File: src/rtl/axi_burst_addr_gen.sv
// ----------------------------------------------------------------------------
// axi_burst_addr_gen : accepts one AXI-style burst command and emits one
// address beat per handshake (FIXED / INCR / WRAP, illegal -> single err beat).
// Optional feature macro: AXI_BURST_4K_CHECK_EN (INCR 4KB-crossing is illegal)
// Revision: 1.0
// ----------------------------------------------------------------------------
`default_nettype none

module axi_burst_addr_gen #(
  parameter int ADDR_WIDTH = 32,
  parameter int DATA_WIDTH = 64,
  parameter int LEN_WIDTH  = 8
) (
  input  logic                  ACLK,
  input  logic                  ARESET,
  input  logic                  cmd_valid,
  output logic                  cmd_ready,
  input  logic [ADDR_WIDTH-1:0] cmd_addr,
  input  logic [LEN_WIDTH-1:0]  cmd_len,
  input  logic [2:0]            cmd_size,
  input  logic [1:0]            cmd_burst,
  output logic                  beat_valid,
  input  logic                  beat_ready,
  output logic [ADDR_WIDTH-1:0] beat_addr,
  output logic [LEN_WIDTH-1:0]  beat_idx,
  output logic                  beat_last,
  output logic                  beat_err
);

  localparam int       MAX_SIZE = $clog2(DATA_WIDTH / 8);
  localparam logic [1:0] BT_FIXED = 2'd0;
  localparam logic [1:0] BT_INCR  = 2'd1;
  localparam logic [1:0] BT_WRAP  = 2'd2;
  localparam logic [1:0] BT_RSV   = 2'd3;

  typedef enum logic [0:0] {IDLE = 1'b0, BURST = 1'b1} state_t;

  state_t                state_q, state_d;
  logic [ADDR_WIDTH-1:0] addr_q, addr_d;
  logic [ADDR_WIDTH-1:0] wmask_q, wmask_d;
  logic [LEN_WIDTH-1:0]  idx_q, idx_d;
  logic [LEN_WIDTH-1:0]  len_q, len_d;
  logic [2:0]            size_q, size_d;
  logic [1:0]            mode_q, mode_d;
  logic                  last_q, last_d;
  logic                  err_q, err_d;

  logic [ADDR_WIDTH-1:0] cmd_step;
  logic [ADDR_WIDTH-1:0] cmd_window;
  logic                  wrap_len_ok;
  logic                  cmd_illegal;
  logic                  cross_4k;
  logic [ADDR_WIDTH-1:0] step_q;
  logic [ADDR_WIDTH-1:0] next_addr;

  assign cmd_step    = ADDR_WIDTH'(1) << cmd_size;
  assign cmd_window  = ADDR_WIDTH'({1'b0, cmd_len} + (LEN_WIDTH+1)'(1)) << cmd_size;
  assign wrap_len_ok = (cmd_len == LEN_WIDTH'(1)) || (cmd_len == LEN_WIDTH'(3)) ||
                       (cmd_len == LEN_WIDTH'(7)) || (cmd_len == LEN_WIDTH'(15));

`ifdef AXI_BURST_4K_CHECK_EN
  localparam int CW = LEN_WIDTH + 16;
  logic [11:0]   step_mask_12;
  logic [CW-1:0] span_end;
  assign step_mask_12 = 12'(cmd_step - ADDR_WIDTH'(1));
  assign span_end     = CW'(cmd_addr[11:0] & ~step_mask_12) +
                        ((CW'(cmd_len) + CW'(1)) << cmd_size);
  assign cross_4k     = (cmd_burst == BT_INCR) && (span_end > CW'(4096));
`else
  assign cross_4k = 1'b0;
`endif

  assign cmd_illegal = (cmd_burst == BT_RSV) || (cmd_size > 3'(MAX_SIZE)) || cross_4k ||
                       ((cmd_burst == BT_WRAP) &&
                        (!wrap_len_ok || ((cmd_addr & (cmd_step - ADDR_WIDTH'(1))) != '0)));

  // Beats after the first are size-aligned, so WRAP can splice the low bits
  // of addr+step into the window base instead of comparing against its end.
  assign step_q = ADDR_WIDTH'(1) << size_q;
  always_comb begin
    next_addr = addr_q;
    case (mode_q)
      BT_FIXED: next_addr = addr_q;
      BT_INCR:  next_addr = (addr_q & ~(step_q - ADDR_WIDTH'(1))) + step_q;
      default:  next_addr = (addr_q & ~wmask_q) | ((addr_q + step_q) & wmask_q);
    endcase
  end

  always_comb begin
    state_d = state_q;
    addr_d  = addr_q;
    wmask_d = wmask_q;
    idx_d   = idx_q;
    len_d   = len_q;
    size_d  = size_q;
    mode_d  = mode_q;
    last_d  = last_q;
    err_d   = err_q;
    case (state_q)
      IDLE: begin
        if (cmd_valid) begin
          state_d = BURST;
          addr_d  = cmd_addr;
          wmask_d = cmd_window - ADDR_WIDTH'(1);
          idx_d   = '0;
          len_d   = cmd_len;
          size_d  = cmd_size;
          mode_d  = cmd_burst;
          err_d   = cmd_illegal;
          last_d  = cmd_illegal || (cmd_len == '0);
        end
      end
      default: begin
        if (beat_ready) begin
          if (last_q) begin
            state_d = IDLE;
            last_d  = 1'b0;
            err_d   = 1'b0;
          end else begin
            addr_d = next_addr;
            idx_d  = idx_q + LEN_WIDTH'(1);
            last_d = ((idx_q + LEN_WIDTH'(1)) == len_q);
          end
        end
      end
    endcase
  end

  always_ff @(posedge ACLK or posedge ARESET) begin
    if (ARESET) begin
      state_q <= IDLE;
      addr_q  <= '0;
      wmask_q <= '0;
      idx_q   <= '0;
      len_q   <= '0;
      size_q  <= '0;
      mode_q  <= '0;
      last_q  <= 1'b0;
      err_q   <= 1'b0;
    end else begin
      state_q <= state_d;
      addr_q  <= addr_d;
      wmask_q <= wmask_d;
      idx_q   <= idx_d;
      len_q   <= len_d;
      size_q  <= size_d;
      mode_q  <= mode_d;
      last_q  <= last_d;
      err_q   <= err_d;
    end
  end

  assign cmd_ready  = (state_q == IDLE);
  assign beat_valid = (state_q == BURST);
  assign beat_addr  = addr_q;
  assign beat_idx   = idx_q;
  assign beat_last  = last_q;
  assign beat_err   = err_q;

endmodule

`default_nettype wire
File: config.mk
export PLATFORM = sky130hd
export DESIGN_NAME = axi_burst_addr_gen
export DESIGN_NICKNAME = d
export VERILOG_FILES = /design/src/rtl/axi_burst_addr_gen.sv
export SDC_FILE = /design/constraint.sdc
export NUM_CORES = 1
export LEC_CHECK = 0
export CAP_MARGIN = 20
export CORE_MARGIN = 3
export CORE_UTILIZATION = 45
export DETAILED_ROUTE_END_ITERATION = 16
export PLACE_DENSITY_LB_ADDON = 0.05
export SKIP_CTS_REPAIR_TIMING = 1
export SYNTH_ARGS = -nofsm -noshare
export SYNTH_HDL_FRONTEND = slang
export SYNTH_SLANG_ARGS = --single-unit
File: constraint.sdc
create_clock -name ACLK -period 4.62 [get_ports ACLK]
set_input_delay 0.693 -clock ACLK [delete_from_list [all_inputs] [get_ports ACLK]]
set_output_delay 0.693 -clock ACLK [all_outputs]
set_load 0.05 [all_outputs]
==> results of run 1 <==
-- worst max path at each step --
stage / to / slack, ns / cells after the start
2_1_floorplan: flop / 1.10 / 15
3_3_place_gp: wmask_q[15] / 0.74 / 11
3_5_place_dp: wmask_q[23] / 0.64 / 10
4_1_cts: flop / 1.01 / 12
5_1_grt: wmask_q[23] / 0.73 / 10
6_report: flop / 0.95 / 12
-- synth_stat cells (14+ instances only) --
cell type | instances | share of area
nand2_1 | 165 | 0.083
dfrtp_1 | 87 | 0.29
o21ai_0 | 87 | 0.058
nor2_1 | 63 | 0.032
a21oi_1 | 56 | 0.037
nand3_1 | 49 | 0.033
clkbuf_1 | 45 | 0.023
xnor2_1 | 44 | 0.052
inv_1 | 30 | 0.015
xor2_1 | 25 | 0.029
ha_1 | 21 | 0.035
a31oi_1 | 20 | 0.017
nor3_1 | 18 | 0.012
and3_1 | 15 | 0.013
nand4_1 | 14 | 0.012
-- report_power, final --
group	internal (uW)	total (uW)	switching, uW
combinational	1220	3270	2050
sequential	1040	1500	455
clock	475	805	330
-- cells by family after synthesis --
family,share of synthesized area
flops,0.291
simple gates,0.274
mux,0.0125
fa+ha+maj,0.0378
xor+xnor,0.0808
compound gates,0.250
buf+inv,0.0537
-- stage by stage --
stage                     total power [uW]  utilization  setup slack, ns
after CTS                             5560        0.553             1.01
after floorplan                       3740            -             1.10
after detailed placement              4740        0.534            0.638
after global routing                  5970        0.553            0.729
final                                 5570        0.553            0.953
after global placement                4730        0.534            0.738
-- cell type report --
class	count	share of cell area
clock buffers	9	0.0253
well taps	216	0.0304
clock inverters	7	0.0107
repair buffers	115	0.123
inverters	32	0.0137
flip-flops and latches	87	0.245
multi-input cells	796	0.552
-- worst max-delay path, cell delays in order, from the launching register on --
cell and delay [ns]:
dfrtp_1 0.47, nor2_1 0.27, nand2_1 0.17, ha_1 0.41, inv_1 0.20, o21ai_0 0.10, a211o_1 0.31, o21ai_0 0.34
a311o_1 0.67, buf_4 0.25, nand2_1 0.07, xnor2_1 0.16, a21oi_1 0.08
-- routing by layer --
layer	vias up	share of wire
met3	36	0.067
met1	3591	0.48
met5	-	0.00054
met2	263	0.44
li1	3671	-
met4	2	0.017
==> summary.txt, run 1 <==
Global route
  – Pin count of the biggest net entering global routing: 73
  – GR peak layer: met1
  – Initial antenna violation count: 1
  – Met2 usage: 0.399
  – Vias in the first global route: 7102
  – GR Util met1: 0.403
  – Met3 Track Usage GR: 0.0361
  – Gr ovfl total: 0
  – Global Route Usage Sum: 0.268
  – First-pass GRT wire length: 39100 um

Power
  – Power per Cell Area: 627 nW/um^2
  – Pleak: 0.00368 uW
  – VDD IR max: 0.273 mV

Worst setup path
  – Crit path max fanout: 13
  – Crit Path Category: flop to flop
  – R2r setup slk: 0.95 ns
  – Critical Path RT: 4.82 ns
  – Crit path capture type: flop
  – Reg2reg path depth: 12
  – Worst setup SP type: flop
  – Crit. Startpoint: size_q[1]
  – Worst path arrival time: 3.86 ns
  – R2R Path Start: size_q[1]

Worst hold path
  – Class of the worst hold path: flop to flop
  – Hold Path Sink: len_q[3]
  – HP Start: len_q[3]
  – Hold Path Depth: 2

CTS
  – CTS H-tree lvls: 3
  – CTS Buffer Depth: 2
  – CTS Buf Count: 9
  – Clock latency on the worst-skew pair: 0.35 ns
  – Clock slew at reported path FFs: 0.07 ns
  – Clk root buf: clkbuf_16
  – CTS tree: done
  – # clock sinks: 87

Route
  – Via count: 7563
  – Initial DRC count: 607
  – Final wirelength: 24200 um
  – Wire length per cell: 19.1 um
  – Antenna viol nets, final: 0
  – DRC viols: 0
  – TritonRoute pass-1 iters: 5
  – DR vias/cell: 5.99

Run status
  – Status: complete, no violations

Cells and area
  – Commonest non-fill, non-tap cell in the layout: nand2_1
  – Seq. cell area: 2180 um^2
  – Fillers: 1540
  – Fin area: 8890 um^2
  – Share of cells above drive strength 1: 0.0774
  – Nets: 1112
  – Area growth syn-to-layout: 18.8%
  – Number of diodes: 0
  – Commonest non-fill, non-tap cells in the layout: nand2_1 (164), clkdlybuf4s50_1 (92), o21ai_0 (87), dfrtp_1 (87), nor2_1 (63)
  – Finished Layout Cells: 1262
  – Multi-input gate area: 4900 um^2

Place
  – Placed Area: 8570 um^2
  – PortBufs: 92
  – Dpl hpwl: 17600 um
  – Routability Congestion: 0.932
  – Placed Cells: 1246

Yosys
  – Syn avg cell area: 7.65 um^2
  – Synth Net Count: 1049
  – Flops & latches, synth: 87
  – Most used DFF post-synth: dfrtp_1
  – Synth Warn #: 0
  – Number of synthesized flops with an enable pin: 0
  – Synthesized area: 7480 um^2
  – Post-synth ARST share: 1.00
  – Sequential area share after synthesis: 0.291
  – Synth unique cells: 80
  – Synth Instances: 978

Floorplanning
  – Die Y: 135 um
  – # rows: 46
  – IO Count: 93
  – Chip width: 135 um
  – Core Area: 16100 um^2
  – Die footprint: 18200 um^2
  – Initial Util: 0.466

STA
  – RSZ-0062 raised after global routing: false
  – Hold_ws: 0.503 ns
  – Tmin final: 3.67 ns
  – Total negative slack: 0 ns
  – Worst relative slew slack: 0.385
  – Final Max Tran Viols: 0
  – Fin Clk Skew: 0.0132 ns
  – Tcrit/Tclk final: 0.794
  – Final setup violation count: 0
  – Worst Max-Slew Pin Slew: 0.919 ns
  – Final Hold Fails: 0
  – Fmax: 273 MHz

Run
  – Max-Cap Viols: 0
No activity file was read; power rests on OpenSTA's default activity.
==> run 2: changes to the inputs <==
clock period = 3 ns   (was 4.62 ns; I/O delays follow)
==> summary.txt, run 2 (same netlist as run 1, synthesis figures left out) <==
Floorplanning
  – # rows: 46
  – Die Y: 135 um
  – Die footprint: 18200 um^2
  – Core Area: 16100 um^2
  – IO Count: 93
  – Initial Util: 0.466
  – Chip width: 135 um

STA
  – Tcrit/Tclk final: 0.987
  – Fmax: 338 MHz
  – RSZ-0062 raised after global routing: true
  – Total negative slack: 0 ns
  – Worst relative slew slack: 0.660
  – Final Max Tran Viols: 0
  – Final WS setup: 0.0403 ns
  – Final setup violation count: 0
  – Worst Max-Slew Pin Slew: 0.509 ns
  – Fin Clk Skew: 0.0127 ns
  – Final Hold Fails: 0
  – Tmin final: 2.96 ns

CTS
  – CTS H-tree lvls: 3
  – CTS Buf Count: 9
  – # clock sinks: 87
  – CTS Buffer Depth: 2
  – Clock latency on the worst-skew pair: 0.36 ns
  – Clk root buf: clkbuf_16
  – Clock slew at reported path FFs: 0.07 ns
  – CTS tree: done

Worst setup path
  – Worst setup SP type: flop
  – Crit Path Category: flop to flop
  – Slowest CP cell: dfrtp_1
  – Family with the most delay on the worst path: compound AO/OA/AOI/OAI gates
  – WP buf/inv: 2
  – Crit path capture type: flop
  – Critical Path RT: 3.23 ns
  – Crit path max fanout: 4
  – Crit-path max cell delay: 0.41 ns
  – Worst path arrival time: 3.19 ns
  – Crit path cell chain: or3_4 > ha_1 > mux2i_1 > mux2_2 > o31ai_4 > o31ai_4 > buf_4 > a2111oi_2 > buf_4 > nor2_1 > a31oi_1 > o211ai_1

Cells and area
  – Share of cells above drive strength 1: 0.195
  – Area growth syn-to-layout: 34.2%
  – Number of diodes: 0
  – Fin area: 10000 um^2
  – Commonest non-fill, non-tap cells in the layout: nand2_1 (163), buf_4 (135), dfrtp_1 (87), clkdlybuf4s50_1 (87), o21ai_0 (86)
  – Utilization after layout: 0.625
  – Nets: 1228
  – Commonest non-fill, non-tap cell in the layout: nand2_1

Global route
  – Pin count of the biggest net entering global routing: 67
  – Initial antenna violation count: 0
  – GR peak layer: met2
  – Met2 usage: 0.436
  – Vias in the first global route: 7626
  – Global Route Usage Sum: 0.281
  – First-pass GRT wire length: 40700 um
  – Met3 Track Usage GR: 0.0585
  – GR Util met1: 0.400
  – Gr ovfl total: 0

Place
  – Dpl hpwl: 19000 um
  – PortBufs: 92
  – Routability Congestion: 0.902
  – Place WS: -0.304 ns
  – Placed Area: 9480 um^2

Run
  – Max-Cap Viols: 0

Power
  – Design Power: 9240 uW
  – Pleak: 0.00430 uW
  – VDD IR max: 0.440 mV
  – Power per Cell Area: 920 nW/um^2

Route
  – Initial DRC count: 653
  – Antenna viol nets, final: 0
  – Final wirelength: 25400 um
  – DRC viols: 0
  – Wire length per cell: 18.5 um
  – TritonRoute pass-1 iters: 6
  – Via count: 8110
  – DR vias/cell: 5.89

Run status
  – Status: complete, no violations

Worst hold path
  – Class of the worst hold path: primary input to async pin
run 2: cell types whose count changed in the layout (fill, tap and decap cells not counted), moves of 4 or more:
cell and delta:
clkdlybuf4s50_1 -5, ha_1 -5, buf_4 +112, a21oi_1 -4
run 2: cell type report:
| type | instances | area, um^2 |
|---|---|---|
| fill | 1478 | 6020 |
| inverter | 32 | 124 |
| tap | 216 | 270 |
| clock inverter | 5 | 105 |
| multi-input combinational | 796 | 5100 |
| timing repair buffer | 231 | 2020 |
| clock buffer | 11 | 243 |
| sequential | 87 | 2180 |
run 2: where the power goes:
part	switching (uW)	internal (uW)	total, uW
registers	632	1610	2240
clock network	508	838	1350
logic	3420	2240	5650
run 2: routing by layer:
metal,up-vias,share of wire
li1,3916,-
met5,-,0
met3,38,0.062
met1,3910,0.46
met4,0,0.021
met2,246,0.46
run 2: final timing paths:
check / startpoint / endpoint / slack, ns / depth (start not counted)
worst max-delay path: size_q[1] / flop / 0.04 / 12
worst min-delay path: ARESET / async pin / 0.42 / 2
worst min register to register: wmask_q[29] / wmask_q[29] / 0.50 / 2
max in group asynchronous: ARESET / wmask_q[14] / 1.88 / 3
min in group ACLK: wmask_q[29] / wmask_q[29] / 0.50 / 2
worst max register to register: size_q[1] / flop / 0.04 / 12
run 2: stage by stage:
stage	hold WS (ns)	instances
after detailed placement	0.475	1357
final	0.418	1378
after global routing	0.462	1378
after global placement	0.463	1357
after floorplan	0.447	978
after CTS	0.430	1373
==> run 3: changes to the inputs <==
MAX_ROUTING_LAYER = met4   (was not set)
TNS_END_PERCENT = 100   (was not set)
==> summary.txt, run 3 (same netlist as run 1, synthesis figures left out) <==
Power
  – Cell internal pwr: 4580 uW
  – Pleak: 0.00429 uW
  – Sequential power share: 0.241
  – Power per Cell Area: 923 nW/um^2
  – Comb pwr share: 0.629
  – VDD IR max: 0.407 mV
  – Clock power frac: 0.130
  – Switching portion of total power: 0.504
  – Sw power: 4660 uW

Worst setup path
  – Crit Path Category: flop to flop
  – Crit path cell chain: or3_4 > ha_4 > mux2i_1 > mux2_4 > o31ai_4 > o31ai_4 > a21o_4 > or4_4 > a31oi_4 > a211o_1
  – Worst path arrival time: 3.26 ns
  – Critical Path Most Common Cell: o31ai_4
  – Crit path capture type: flop
  – Crit-path max cell delay: 0.44 ns
  – Worst setup SP type: flop
  – Slowest CP cell: or3_4
  – Crit path max fanout: 7
  – Critical Path RT: 3.30 ns

Cells and area
  – Seq. cell area: 2180 um^2
  – Multi-input gate area: 5200 um^2
  – Number of diodes: 0
  – Area growth syn-to-layout: 33.9%
  – Utilization after layout: 0.624
  – Fillers: 1456
  – Commonest non-fill, non-tap cells in the layout: nand2_1 (163), buf_4 (124), dfrtp_1 (87)
  – Commonest non-fill, non-tap cell in the layout: nand2_1
  – Share of cells above drive strength 1: 0.201
  – Nets: 1219

Floorplanning
  – Chip width: 135 um
  – Core Area: 16100 um^2
  – Die footprint: 18200 um^2
  – Initial Util: 0.466
  – # rows: 46
  – IO Count: 93
  – Die Y: 135 um

STA
  – Fmax: 338 MHz
  – Final setup violation count: 0
  – Tcrit/Tclk final: 0.987
  – Tmin final: 2.96 ns
  – Hold_ws: 0.421 ns
  – Worst relative slew slack: 0.530
  – Fin Clk Skew: 0.0129 ns
  – Final Max Tran Viols: 0
  – RSZ-0062 raised after global routing: true
  – Worst Max-Slew Pin Slew: 0.704 ns
  – Final Hold Fails: 0

CTS
  – CTS tree: done
  – Clock latency on the worst-skew pair: 0.35 ns
  – CTS Buf Count: 9
  – Clk root buf: clkbuf_16
  – CTS Buffer Depth: 2
  – # clock sinks: 87
  – Clock slew at reported path FFs: 0.07 ns
  – CTS H-tree lvls: 3

Place
  – Routability Congestion: 0.937
  – PortBufs: 92
  – Dpl hpwl: 19100 um

Worst hold path
  – Class of the worst hold path: primary input to async pin

Route
  – Initial DRC count: 694
  – Wire length per cell: 18.8 um
  – Antenna viol nets, final: 0
  – DRC viols: 0
  – Final wirelength: 25800 um
  – DR vias/cell: 5.94
  – Via count: 8132
  – TritonRoute pass-1 iters: 5

Global route
  – GR Util met1: 0.397
  – Met3 Track Usage GR: 0.0451
  – GR peak layer: met2
  – Met2 usage: 0.441
  – Global Route Usage Sum: 0.286
  – First-pass GRT wire length: 40200 um
  – Initial antenna violation count: 0
  – Pin count of the biggest net entering global routing: 67
  – Vias in the first global route: 7419
  – Gr ovfl total: 0

Run status
  – Status: complete, no violations

Run
  – Max-Cap Viols: 0
==> run 3: cell count changes in the layout (fill, tap and decap cells not counted), sizes merged <==
cell / previous run / this run
clkinvlp: 2 / 1
bufinv: 3 / 1
clkinv: 1 / 4
clkdlybuf4s50: 87 / 86
inv: 31 / 32
dlymetal6s2s: 3 / 4
buf: 141 / 131
==> run 3: final cells by class <==
class	instances	area share
multi-input combinational	796	0.519
sequential	87	0.217
clock buffer	10	0.0239
tap	216	0.0270
timing repair buffer	222	0.194
clock inverter	6	0.00687
inverter	32	0.0124
==> run 3: worst paths after layout <==
| kind | start | endpoint | slack [ns] | cells after the start |
|---|---|---|---|---|
| setup reg to reg | size_q[1] | flop | 0.04 | 10 |
| hold / removal | ARESET | async pin | 0.42 | 2 |
| hold reg to reg | wmask_q[19] | wmask_q[19] | 0.50 | 2 |
| min in group ACLK | wmask_q[19] | wmask_q[19] | 0.50 | 2 |
| max in group asynchronous | ARESET | wmask_q[13] | 1.87 | 3 |
| setup / recovery | size_q[1] | flop | 0.04 | 10 |
==> run 3: metrics by stage <==
| stage | power (uW) | area [um^2] | instances | worst slack [ns] | TNS [ns] |
|---|---|---|---|---|---|
| after floorplan | 5830 | 7530 | 978 | -0.0398 | -0.0398 |
| after global placement | 7720 | 9400 | 1348 | -0.269 | -4.46 |
| after detailed placement | 7760 | 9400 | 1348 | -0.309 | -5.41 |
| after CTS | 8980 | 9710 | 1364 | -0.0849 | -0.356 |
| after global routing | 9830 | 10000 | 1369 | -0.0641 | -0.275 |
| final | 9240 | 10000 | 1369 | 0.0382 | 0 |
==> run 3: critical path, delay by kind of cell, from the launching register on <==
family	cells	cell delay [ns]
AOI/OAI and AO/OA	5	0.99
and+or+nand+nor	2	0.88
DFF	1	0.40
muxes	2	0.36
adders and majority gates	1	0.29
==> run 3: power by group through the flow <==
stage,Sequential (uW),Clock (uW),Combinational [uW]
floorplan,2830,0,2990
global placement,2210,0,5500
detailed placement,2220,0,5540
CTS,2200,1220,5570
global route,2280,1240,6300
finish,2220,1200,5820
==> run 3: per-layer routing <==
| metal | vias to the layer above | part of all wire |
|---|---|---|
| li1 | 3879 | - |
| met1 | 3922 | 0.46 |
| met2 | 299 | 0.46 |
| met3 | 32 | 0.069 |
| met4 | 0 | 0.016 |
| met5 | - | 0 |
